--- config.mk ---
export PLATFORM = sky130hd
export DESIGN_NAME = aer_sender_rr
export DESIGN_NICKNAME = d
export VERILOG_FILES = /design/src/rtl/aer_pkg.sv /design/src/rtl/aer_rr_arbiter.sv /design/src/rtl/aer_sender_rr.sv
export SDC_FILE = /design/constraint.sdc
export NUM_CORES = 1
export LEC_CHECK = 0
export ABC_AREA = 1
export CAP_MARGIN = 0
export CORE_ASPECT_RATIO = 0.9
export CORE_MARGIN = 3
export CORE_UTILIZATION = 58
export DETAILED_ROUTE_END_ITERATION = 10
export GPL_ROUTABILITY_DRIVEN = 1
export PLACE_DENSITY = 0.85
export SYNTH_ARGS = -nofsm -noshare
export SYNTH_HDL_FRONTEND = slang
export SYNTH_SLANG_ARGS = --single-unit
--- constraint.sdc ---
create_clock -name clk -period 2.8 [get_ports clk]
set_clock_uncertainty 0.05 [all_clocks]
set_input_delay 0.28 -clock clk [delete_from_list [all_inputs] [get_ports clk]]
set_output_delay 0.28 -clock clk [all_outputs]
set_load 0.01 [all_outputs]
--- src/rtl/aer_pkg.sv ---
// Shared definitions for the AER round-robin sender: link codes, FSM states
// and a width helper.
package aer_pkg;

  localparam logic [1:0] SPACER = 2'b00;
  localparam logic [1:0] D0     = 2'b01;
  localparam logic [1:0] D1     = 2'b10;
  localparam logic [1:0] MARK   = 2'b11;

  typedef enum logic [2:0] {
    ST_IDLE    = 3'd0,
    ST_SEND    = 3'd1,
    ST_WAIT_HI = 3'd2,
    ST_SPACER  = 3'd3,
    ST_WAIT_LO = 3'd4,
    ST_ABORT   = 3'd5
  } aer_state_e;

  // ceil(log2(n)), never below 1 so a field always has at least one bit
  function automatic int aer_clog2_min1(input int n);
    int r;
    r = 0;
    for (int w = 0; w < 31; w++) begin
      if ((32'sd1 <<< w) < n) r = w + 1;
    end
    return (r < 1) ? 1 : r;
  endfunction

endpackage

--- src/rtl/aer_rr_arbiter.sv ---
// Combinational round-robin picker: first set bit of i_pending at or after
// i_rr_ptr, wrapping at NUM_CH.
module aer_rr_arbiter
  import aer_pkg::*;
#(
  parameter int NUM_CH = 4
) (
  input  logic [NUM_CH-1:0]                       i_pending,
  input  logic [aer_clog2_min1(NUM_CH)-1:0]       i_rr_ptr,
  output logic                                    o_grant_valid,
  output logic [aer_clog2_min1(NUM_CH)-1:0]       o_grant_idx
);

  localparam int ADDR_W = aer_clog2_min1(NUM_CH);

  logic [NUM_CH-1:0] w_rot;
  int                w_sum;

  // bit k of w_rot is channel (rr_ptr + k) mod NUM_CH
  assign w_rot = NUM_CH'({i_pending, i_pending} >> i_rr_ptr);

  // lowest set bit of the rotated vector, mapped back to a channel number
  always_comb begin
    o_grant_valid = 1'b0;
    o_grant_idx   = '0;
    w_sum         = 0;
    for (int k = 0; k < NUM_CH; k++) begin
      if (!o_grant_valid && w_rot[k]) begin
        o_grant_valid = 1'b1;
        w_sum = int'(i_rr_ptr) + k;
        if (w_sum >= NUM_CH) w_sum = w_sum - NUM_CH;
        o_grant_idx = ADDR_W'(w_sum);
      end else begin
        o_grant_valid = o_grant_valid;
      end
    end
  end

endmodule

--- src/rtl/aer_sender_rr.sv ---
// Round-robin AER event sender: frames Fs/address/polarity/Fe onto a 1-of-2
// return-to-zero link with four-phase ack, ack timeout and drop reporting.
module aer_sender_rr
  import aer_pkg::*;
#(
  parameter int NUM_CH      = 4,
  parameter int TIMEOUT_CYC = 1024
) (
  input  logic              clk,
  input  logic              reset,
  input  logic [NUM_CH-1:0] ev_req,
  input  logic [NUM_CH-1:0] ev_pol,
  input  logic              ack,
  output logic              bit0,
  output logic              bit1,
  output logic              busy,
  output logic              frame_done,
  output logic              ev_drop,
  output logic              timeout_err
);

  localparam int ADDR_W = aer_clog2_min1(NUM_CH);
  localparam int NSYM   = ADDR_W + 3;
  localparam int SYM_W  = aer_clog2_min1(NSYM);
  localparam int TMO_W  = aer_clog2_min1(TIMEOUT_CYC + 1);
  localparam logic [TMO_W-1:0] TMO_LAST = (TIMEOUT_CYC > 0) ? TMO_W'(TIMEOUT_CYC - 1) : '0;

  logic              r_ack_meta, r_ack_s;
  logic [NUM_CH-1:0] r_pending, r_pol_q;
  logic [ADDR_W-1:0] r_rr_ptr, r_chan;
  logic              r_pol;
  aer_state_e        r_state, w_state_nxt;
  logic [SYM_W-1:0]  r_sym, w_sym_nxt;
  logic [TMO_W-1:0]  r_tmo_cnt;
  logic [1:0]        r_rails, w_rails_nxt;
  logic              r_busy, w_busy_nxt;
  logic              r_done, w_done_nxt;
  logic              r_drop;
  logic              r_tmo_err, w_tmo_err_nxt;
  logic              w_grant_valid, w_grant_fire, w_tmo_hit, w_last_sym;
  logic [ADDR_W-1:0] w_grant_idx;
  logic [NUM_CH-1:0] w_clr, w_held, w_drop_vec, w_pend_nxt, w_pol_nxt;

  // Code for symbol k: marks at both ends, address MSB first, then polarity
  function automatic logic [1:0] code_at(input logic [SYM_W-1:0] k,
                                         input logic [ADDR_W-1:0] chan,
                                         input logic pol);
    int   ki;
    logic b;
    ki = int'(k);
    if (ki == 0 || ki == ADDR_W + 2) begin
      return MARK;
    end else if (ki == ADDR_W + 1) begin
      return pol ? D1 : D0;
    end else begin
      b = |(chan & (ADDR_W'(1) << (ADDR_W - ki)));
      return b ? D1 : D0;
    end
  endfunction

  aer_rr_arbiter #(.NUM_CH(NUM_CH)) u_arb (
    .i_pending    (r_pending),
    .i_rr_ptr     (r_rr_ptr),
    .o_grant_valid(w_grant_valid),
    .o_grant_idx  (w_grant_idx)
  );

  assign w_grant_fire = (r_state == ST_IDLE) && w_grant_valid;
  assign w_last_sym   = (r_sym == SYM_W'(NSYM - 1));
  assign w_tmo_hit    = (TIMEOUT_CYC != 0) &&
                        ((r_state == ST_WAIT_HI) || (r_state == ST_WAIT_LO)) &&
                        (r_tmo_cnt == TMO_LAST);

  // Event capture: a granted channel frees its slot the same cycle, so a
  // coinciding new event re-arms it instead of being dropped
  always_comb begin
    w_clr      = '0;
    w_held     = '0;
    w_drop_vec = '0;
    w_pend_nxt = '0;
    w_pol_nxt  = '0;
    for (int i = 0; i < NUM_CH; i++) begin
      w_clr[i]      = w_grant_fire && (w_grant_idx == ADDR_W'(i));
      w_held[i]     = r_pending[i] & ~w_clr[i];
      w_drop_vec[i] = ev_req[i] & w_held[i];
      w_pend_nxt[i] = ev_req[i] | w_held[i];
      if (ev_req[i] && !w_held[i]) w_pol_nxt[i] = ev_pol[i];
      else                         w_pol_nxt[i] = r_pol_q[i];
    end
  end

  // FSM state register
  always_ff @(posedge clk) begin
    if (reset) r_state <= ST_IDLE;
    else       r_state <= w_state_nxt;
  end

  // FSM next-state logic
  always_comb begin
    w_state_nxt = r_state;
    case (r_state)
      ST_IDLE:    if (w_grant_valid) w_state_nxt = ST_SEND;
                  else               w_state_nxt = ST_IDLE;
      ST_SEND:    w_state_nxt = ST_WAIT_HI;
      ST_WAIT_HI: if (w_tmo_hit)     w_state_nxt = ST_ABORT;
                  else if (r_ack_s)  w_state_nxt = ST_SPACER;
                  else               w_state_nxt = ST_WAIT_HI;
      ST_SPACER:  w_state_nxt = ST_WAIT_LO;
      ST_WAIT_LO: if (w_tmo_hit)     w_state_nxt = ST_ABORT;
                  else if (!r_ack_s) w_state_nxt = w_last_sym ? ST_IDLE : ST_SEND;
                  else               w_state_nxt = ST_WAIT_LO;
      ST_ABORT:   if (!r_ack_s)      w_state_nxt = ST_IDLE;
                  else               w_state_nxt = ST_ABORT;
      default:    w_state_nxt = ST_IDLE;
    endcase
  end

  // FSM output logic: next values for the registered link and status outputs
  always_comb begin
    w_rails_nxt   = r_rails;
    w_busy_nxt    = r_busy;
    w_done_nxt    = 1'b0;
    w_tmo_err_nxt = r_tmo_err;
    w_sym_nxt     = r_sym;
    case (r_state)
      ST_IDLE: begin
        if (w_grant_valid) begin
          w_rails_nxt = MARK;
          w_busy_nxt  = 1'b1;
          w_sym_nxt   = '0;
        end else begin
          w_rails_nxt = SPACER;
        end
      end
      ST_SEND, ST_SPACER: w_rails_nxt = r_rails;
      ST_WAIT_HI: begin
        if (w_tmo_hit) begin
          w_rails_nxt   = SPACER;
          w_tmo_err_nxt = 1'b1;
        end else if (r_ack_s) begin
          w_rails_nxt = SPACER;
        end else begin
          w_rails_nxt = r_rails;
        end
      end
      ST_WAIT_LO: begin
        if (w_tmo_hit) begin
          w_rails_nxt   = SPACER;
          w_tmo_err_nxt = 1'b1;
        end else if (!r_ack_s && w_last_sym) begin
          w_done_nxt = 1'b1;
          w_busy_nxt = 1'b0;
        end else if (!r_ack_s) begin
          w_sym_nxt   = r_sym + SYM_W'(1);
          w_rails_nxt = code_at(r_sym + SYM_W'(1), r_chan, r_pol);
        end else begin
          w_rails_nxt = r_rails;
        end
      end
      ST_ABORT: begin
        w_rails_nxt = SPACER;
        if (!r_ack_s) w_busy_nxt = 1'b0;
        else          w_busy_nxt = r_busy;
      end
      default: begin
        w_rails_nxt = SPACER;
        w_busy_nxt  = 1'b0;
      end
    endcase
  end

  // Output, frame and capture registers
  always_ff @(posedge clk) begin
    if (reset) begin
      r_ack_meta <= 1'b0;
      r_ack_s    <= 1'b0;
      r_pending  <= '0;
      r_pol_q    <= '0;
      r_rr_ptr   <= '0;
      r_chan     <= '0;
      r_pol      <= 1'b0;
      r_sym      <= '0;
      r_rails    <= SPACER;
      r_busy     <= 1'b0;
      r_done     <= 1'b0;
      r_drop     <= 1'b0;
      r_tmo_err  <= 1'b0;
    end else begin
      r_ack_meta <= ack;
      r_ack_s    <= r_ack_meta;
      r_pending  <= w_pend_nxt;
      r_pol_q    <= w_pol_nxt;
      r_sym      <= w_sym_nxt;
      r_rails    <= w_rails_nxt;
      r_busy     <= w_busy_nxt;
      r_done     <= w_done_nxt;
      r_drop     <= |w_drop_vec;
      r_tmo_err  <= w_tmo_err_nxt;
      if (w_grant_fire) begin
        r_chan   <= w_grant_idx;
        r_pol    <= r_pol_q[w_grant_idx];
        r_rr_ptr <= (w_grant_idx == ADDR_W'(NUM_CH - 1)) ? '0 : w_grant_idx + ADDR_W'(1);
      end else begin
        r_chan   <= r_chan;
        r_pol    <= r_pol;
        r_rr_ptr <= r_rr_ptr;
      end
    end
  end

  // Ack-phase timer, restarted on every state change
  always_ff @(posedge clk) begin
    if (reset)                                                 r_tmo_cnt <= '0;
    else if (w_state_nxt != r_state)                           r_tmo_cnt <= '0;
    else if (r_state == ST_WAIT_HI || r_state == ST_WAIT_LO)   r_tmo_cnt <= r_tmo_cnt + TMO_W'(1);
    else                                                       r_tmo_cnt <= r_tmo_cnt;
  end

  assign bit0        = r_rails[0];
  assign bit1        = r_rails[1];
  assign busy        = r_busy;
  assign frame_done  = r_done;
  assign ev_drop     = r_drop;
  assign timeout_err = r_tmo_err;

endmodule

* After elaboration in Yosys (flattened, before gate mapping)
Cells that the tools add are included.
** Word-level totals
- Bits in registers :: 38
- Bits of input ports :: 11
- Output and inout port bits :: 6
- Logic and storage cells :: 162
** Operators by class
- Add/subtract/negate cells :: 11
- $lt $le $gt $ge :: 5
- Eq/ne operators :: 22
- Shift operators :: 2
- Muxes and demuxes :: 45
- Bitwise gates (word level) :: 20
- Reductions and logical operators :: 39
** Operators with widths (count)
- 2-to-1 mux 2 bit :: 19
- << shifter 1 x 32 -> 2 bit, first input constant :: 1
- 2-to-1 mux 3 bit :: 8
- one-hot mux 3 bit (6 select lines) :: 1
- equality test 3 bit, second input constant :: 5
- logical AND 1 bit :: 14
- 2-to-1 mux 1 bit :: 13
- inequality test 2 bit, second input constant :: 6
- adder 11 x 1 -> 11 bit, second input constant :: 1
- equality test 11 x 10 -> 1 bit, second input constant :: 1
- AND reduction 5 bit :: 2
- >= comparator 3 bit, second input constant :: 3
- inequality test 3 bit, second input constant :: 3
- AND 1 bit :: 8
- logical NOT 1 bit :: 8
- one-hot mux 2 bit (4 select lines) :: 1
- OR reduction 2 bit :: 4
- right shift 8 x 2 -> 4 bit :: 1
- subtractor 2 x 1 -> 2 bit, second input constant :: 4
- inverter 1 bit :: 7
- adder 2 x 2 -> 3 bit, second input constant :: 2
- equality test 3 x 2 -> 1 bit, second input constant :: 2
- logical NOT 3 bit :: 2
- one-hot mux 3 bit (2 select lines) :: 1
- other kinds (21) :: 27

* Logic depth before layout (Yosys ltp)
- Depth after elaboration :: 17
- Mapped depth :: 18
- Mapped depth without buffers :: 17

* Cells and area by module
A second synthesis with hierarchy kept.
** Unflattened totals
- Cells, all modules :: 337
- Area total of the unflattened synthesis :: 2387.3 sq um
** By module, submodules not included
- aer_sender_rr :: times used 1, cells an instance 284, area an instance 2057.0 sq um, seq. area each 760.7 sq um
- aer_rr_arbiter :: times used 1, cells an instance 53, area an instance 330.3 sq um, seq. area each 0.0 sq um

* Worst setup path before layout
Ideal clock, no wire load.
- Path type :: reg2reg
- From :: register r_rr_ptr[1]
- To :: register r_drop (netlist: ev_drop)
- Setup time :: 0.128 ns
- Arrival time :: 1.956 ns
- Required time :: 2.622 ns
- Path slack :: 0.667 ns
- Cell stages (with the launch flop) :: 17
- Path buffers :: 1
- Period minus slack after synthesis :: 2.133 ns
- Path through :: dfxtp_1 -> buf_2 -> inv_2 -> nand3_1 -> nand2_1 -> inv_1 -> nor2_2 -> nand3_1 -> a21oi_2 -> ha_1 -> inv_1 -> o21ai_0 -> inv_1 -> nand2_1 -> nand2_1 -> nor2_1 -> nor2_1
** Between the ends
- Cells in the longest elaborated chain, start to end :: 17
- Elaborated cells between the ends (all ways) :: 52
- Those cells by class :: 7 x add/sub; 4 x order compare; 3 x eq/ne; 1 x shift; 12 x mux; 12 x bitwise; 13 x reduce/logical
** RTL lines
- start, declared :: RTL line aer_sender_rr.sv:30 : logic [ADDR_W-1:0] r_rr_ptr, r_chan;
- start signal, assigned :: RTL line aer_sender_rr.sv:202 : r_rr_ptr <= (w_grant_idx == ADDR_W'(NUM_CH - 1)) ? '0 : w_grant_idx + ADDR_W'(1);
- start signal, assigned :: RTL line aer_sender_rr.sv:206 : r_rr_ptr <= r_rr_ptr;
- branches (longest 16 deep; another with adder 2 x 1 -> 3 bit)
- OR reduction 4 bit * :: RTL line aer_sender_rr.sv:197 : r_drop <= |w_drop_vec;
- end signal, assigned :: RTL line aer_sender_rr.sv:197
- end, declared :: RTL line aer_sender_rr.sv:38 : logic r_drop;
Every way passes the cells marked *.
A chain may end at the register's enable or synchronous reset.

* Worst setup path after layout
- From :: register r_rr_ptr[1]
- To :: register r_drop (netlist: ev_drop)
** Between the ends
- Cells in the longest elaborated chain, start to end :: 17
- Elaborated cells between the ends (all ways) :: 52
- Those cells by class :: 7 x add/sub; 4 x order compare; 3 x eq/ne; 1 x shift; 12 x mux; 12 x bitwise; 13 x reduce/logical
** RTL lines
- branches (longest 10 deep; another with adder 2 x 1 -> 3 bit)
- 2-to-1 mux 2 bit * :: RTL line aer_rr_arbiter.sv:28 : if (!o_grant_valid && w_rot[k]) begin
- named net u_arb.o_grant_idx[0] :: RTL line aer_rr_arbiter.sv:11 : output logic [aer_clog2_min1(NUM_CH)-1:0] o_grant_idx
- equality test 2 x 1 -> 1 bit, or another cell as far along :: RTL line aer_sender_rr.sv:83 : w_clr[i] = w_grant_fire && (w_grant_idx == ADDR_W'(i));
- logical AND 1 bit :: RTL line aer_sender_rr.sv:83
- inverter 1 bit :: RTL line aer_sender_rr.sv:84 : w_held[i] = r_pending[i] & ~w_clr[i];
- AND 1 bit :: RTL line aer_sender_rr.sv:84
- AND 1 bit :: RTL line aer_sender_rr.sv:85 : w_drop_vec[i] = ev_req[i] & w_held[i];
- OR reduction 4 bit * :: RTL line aer_sender_rr.sv:197
Mark *: on every way through the listed nets, which the timed path passes.

==> metrics.md <==
| Metric | Value |
|---|---|
| Number of distinct library cells after synthesis | 38 |
| Post-detailed-placement half-perimeter wirelength | around 3.6 mm |
| Maximum level of the CTS H-tree | 2 |
| Register bit count reported by yosys | 38 |
| Area taken by multi-input logic gates | 1270 um2 |
| Proportion of layout cells with a drive suffix above 1 | 0.139 |
| Wirelength per Cell | between 10 and 15 um |
| Slack of the worst reg-to-reg path | 0.35 ns |
| Max clock buf depth | 2 |
| Setup slack after placement | between 0.3 and 0.4 ns |
| DR pass1 iterations | 4 |
| Area of the placeable core | 3780 um2 |
| ANT nets after route | 0 |
| Warning count from the yosys run | 0 |
| Max IR drop VDD | 568 uV |
| Die X | a little over 70 um |
| First-iteration detailed-routing DRC count | about 150 |
| Cell at the slowest stage of the critical path | sky130_fd_sc_hd__dfxtp_1 |
| Overall overflow remaining after global route | 0 |
| Highest clock frequency the design can meet | around 410 MHz |
| Result of the run | complete, no violations |
| Top library cells by usage in the layout, fill and taps aside | sky130_fd_sc_hd__nand2_1 (69), sky130_fd_sc_hd__inv_1 (51), sky130_fd_sc_hd__dfxtp_1 (37), sky130_fd_sc_hd__nand3_1 (35), sky130_fd_sc_hd__nor2_1 (29) |
| Global-route wire length before repair | between 8 and 9 mm |
| Worst Max-Slew Pin Slew | about 0.36 ns |
| Min Tclk post-route | between 2 and 2.5 ns |
| Final setup slack of the worst path | approximately 0.35 ns |
| Inserted Clock Buffers | 5 |
| Clock insertion delay at the later pin of the skew report | 0.30 ns |
| Cell Chain, Critical Path | inv_2 > nand3_1 > nand2_1 > inv_1 > o21ai_0 > nand2_1 > nand3_1 > inv_1 > ha_1 > inv_1 > o21ai_0 > inv_1 > nand2_1 > nand2_1 > nor2_1 > nor2_1 |
| Total clock sinks | 38 |
| Overall die height | roughly 66 um |
| Core Util, Final | 0.684 |
| Endpoint with the worst hold slack | r_ack_s |
| Post-synth top area cell | sky130_fd_sc_hd__dfxtp_1 |
| Final Max Tran Viols | 0 |
| Post-synthesis cell area | 2310 um2 |
| Clock slew seen by the registers of the worst setup and hold paths | 0.07 ns |
| Die ar. | 4780 um2 |
| DRC violation count after routing | 0 |
| Vias in the first global route | about 1.9k |
| Critical register-to-register path endpoint | ev_drop |
| Portion of the post-synthesis area used by sequential elements | 0.329 |
| Setup violations, final | 0 |
| Critical Setup Path Class | reg -> reg |
| Diodes inserted | 0 |
| Post-CTS setup repair buffer count | 0 |
| Initial antenna violation count | 0 |
| Pin count of the biggest net entering global routing | 21 |
| Type of element capturing the critical path | register |
| Area growth, synth to finish | 11.9% |
| Pwr Total | around 2500 uW |
| Post-detailed-route via-to-cell ratio | between 5 and 6 |
| Final-layout setup total negative slack | 0 ns |
| Cell at the root of the clock tree | sky130_fd_sc_hd__clkbuf_8 |
| PD cells | around 950 nW/um2 |
| Post-Syn Area per Cell | around 6.9 um2 |
| Count of boundary I/O pins | 17 |
| Max incr delay on CP | approximately 0.53 ns |
| Portion of the clock cycle consumed by the worst path in the final layout | 0.876 |
| Largest fanout on the critical path | 8 |
| Worst Path Required | 2.94 ns |
| Post-layout nets | between 300 and 400 |
| Worst Hold Depth | 2 |
| Via count | a little over 2k |
| Hold bufs inserted after CTS | 0 |
| Fill cell count | roughly 330 |
| Leading cell type in the layout, fill and taps excluded | sky130_fd_sc_hd__nand2_1 |
| Slew headroom | 0.761 |
| Number of input and output port buffers inserted | 16 |
| Lkg Pwr | between 0.001 and 0.0015 uW |
| Routability congestion estimate from global placement | around 0.88 |
| Crit start category | register |
| Cells after synthesis | between 300 and 400 |
| Cells taking the most area after synthesis | sky130_fd_sc_hd__dfxtp_1 (33%), sky130_fd_sc_hd__nand2_1 (11%), sky130_fd_sc_hd__inv_1 (8.3%), sky130_fd_sc_hd__nand3_1 (7.6%), sky130_fd_sc_hd__ha_1 (5.4%) |
| Final number of hold-violating endpoints | 0 |
| TritonCTS clock tree | yes |
| Non-filler cells, final | approximately 400 |
| Total GRT Usage | 0.224 |
| Depth of the worst register-to-register path | 16 |
| Path class of the lowest-slack min-delay path | reg -> reg |
| Starting density of the core | 0.611 |
| Setup repair after global routing missed its margin | false |
| Number of placement rows | 21 |
| Reg-to-reg critical path startpoint | r_rr_ptr[1] |
| Launch point of the worst hold path | r_ack_meta |
| Max_cap viols | 0 |
| Nets in the synthesized netlist | 355 |
| Data arrival time at the worst-slack endpoint | ~2.6 ns |
| Wire length reported by the detailed router | 4.78 mm |
| Register Area | ~760 um2 |
| Fraction of synthesized cell area taken by the top area cell type | 0.329 |
| Cell count after placement | about 400 |
==> per-stage QoR <==
step | hold slack [ns] | cell area [um2]
floorplan | 0.337 | 2310
global placement | 0.338 | 2500
detailed placement | 0.348 | 2500
CTS | 0.359 | 2590
global route | 0.381 | 2590
finish | 0.359 | 2590
==> Yosys cell counts (all sizes together) <==
cell,n
xor2,6
nand4,10
a31oi,1
clkinv,1
inv,60
buf,4
a21oi,16
nand3,38
dfxtp,38
o21ai,14
o21bai,1
clkbuf,2
mux2i,1
ha,10
and3,1
a211oi,1
nor4,1
xnor2,3
o31ai,1
nor2,45
o211ai,1
nor3,1
nand2,78
==> worst max-delay path by stage <==
stage | start | to | slack (ns) | cells after the start
after CTS | r_rr_ptr[0] | ev_drop | 0.29 | 16
after detailed placement | r_rr_ptr[0] | ev_drop | 0.31 | 16
after floorplan | r_rr_ptr[1] | ev_drop | 0.67 | 16
after global routing | r_rr_ptr[1] | ev_drop | 0.06 | 16
final | r_rr_ptr[1] | ev_drop | 0.35 | 16
after global placement | r_rr_ptr[0] | ev_drop | 0.39 | 16
==> kinds of logic (layout without fill, tap and decap cells) <==
kind of cell | after synthesis | in the layout | share of synthesized area
adders and majority gates | 10 | 10 | 0.0541
and+or+nand+nor | 174 | 174 | 0.371
buffers and inverters | 67 | 86 | 0.124
DFF | 38 | 38 | 0.329
muxes | 1 | 1 | 0.00433
AOI/OAI and AO/OA | 35 | 35 | 0.0838
xor gates and xnor gates | 9 | 9 | 0.0341
==> flip-flops by register name (all words and copies together) (netlist names), 2 cells and up <==
name and cells:
r_tmo_cnt 11, r_chan 2, r_rr_ptr 2, r_rails 2, r_state 3, r_pol_q 4, r_pending 4, r_sym 3
==> final cells by class <==
cell class,count,area share
Clock inverter,1,0.00193
Tap cell,46,0.0222
Timing Repair Buffer,17,0.0648
Inverter,61,0.0942
Multi-Input combinational cell,229,0.489
Sequential cell,38,0.294
Clock buffer,7,0.0333
==> report_power, final <==
group	internal, uW	switching, uW	total, uW	leakage [uW]
combinational	450	883	1330	0.000844
sequential	637	99.2	737	0.000312
clock	199	196	395	0.0000482
==> critical path, delay by kind of cell (launching register included) <==
| family | cells | cell delay [ns] |
|---|---|---|
| AO/OA/AOI/OAI | 2 | 0.35 |
| flip-flops | 1 | 0.53 |
| adder cells (fa/ha/maj) | 1 | 0.15 |
| AND/OR/NAND/NOR | 8 | 0.76 |
| buffers and inverters | 5 | 0.52 |
==> routing by layer <==
layer / part of all wire / track usage / up-vias
met4: 0.011 / 0.0530 / 0
met3: 0.046 / 0.0593 / 7
li1: - / - / 1093
met2: 0.45 / 0.333 / 32
met1: 0.50 / 0.320 / 924
met5: 0 / 0 / -
==> what timing repair did <==
item	CTS	global route
endpoints found under the setup margin	0	1
gates resized for setup	0	1
endpoints found under the hold margin	0	0
Note: power is estimated with default switching activity, not from simulation.
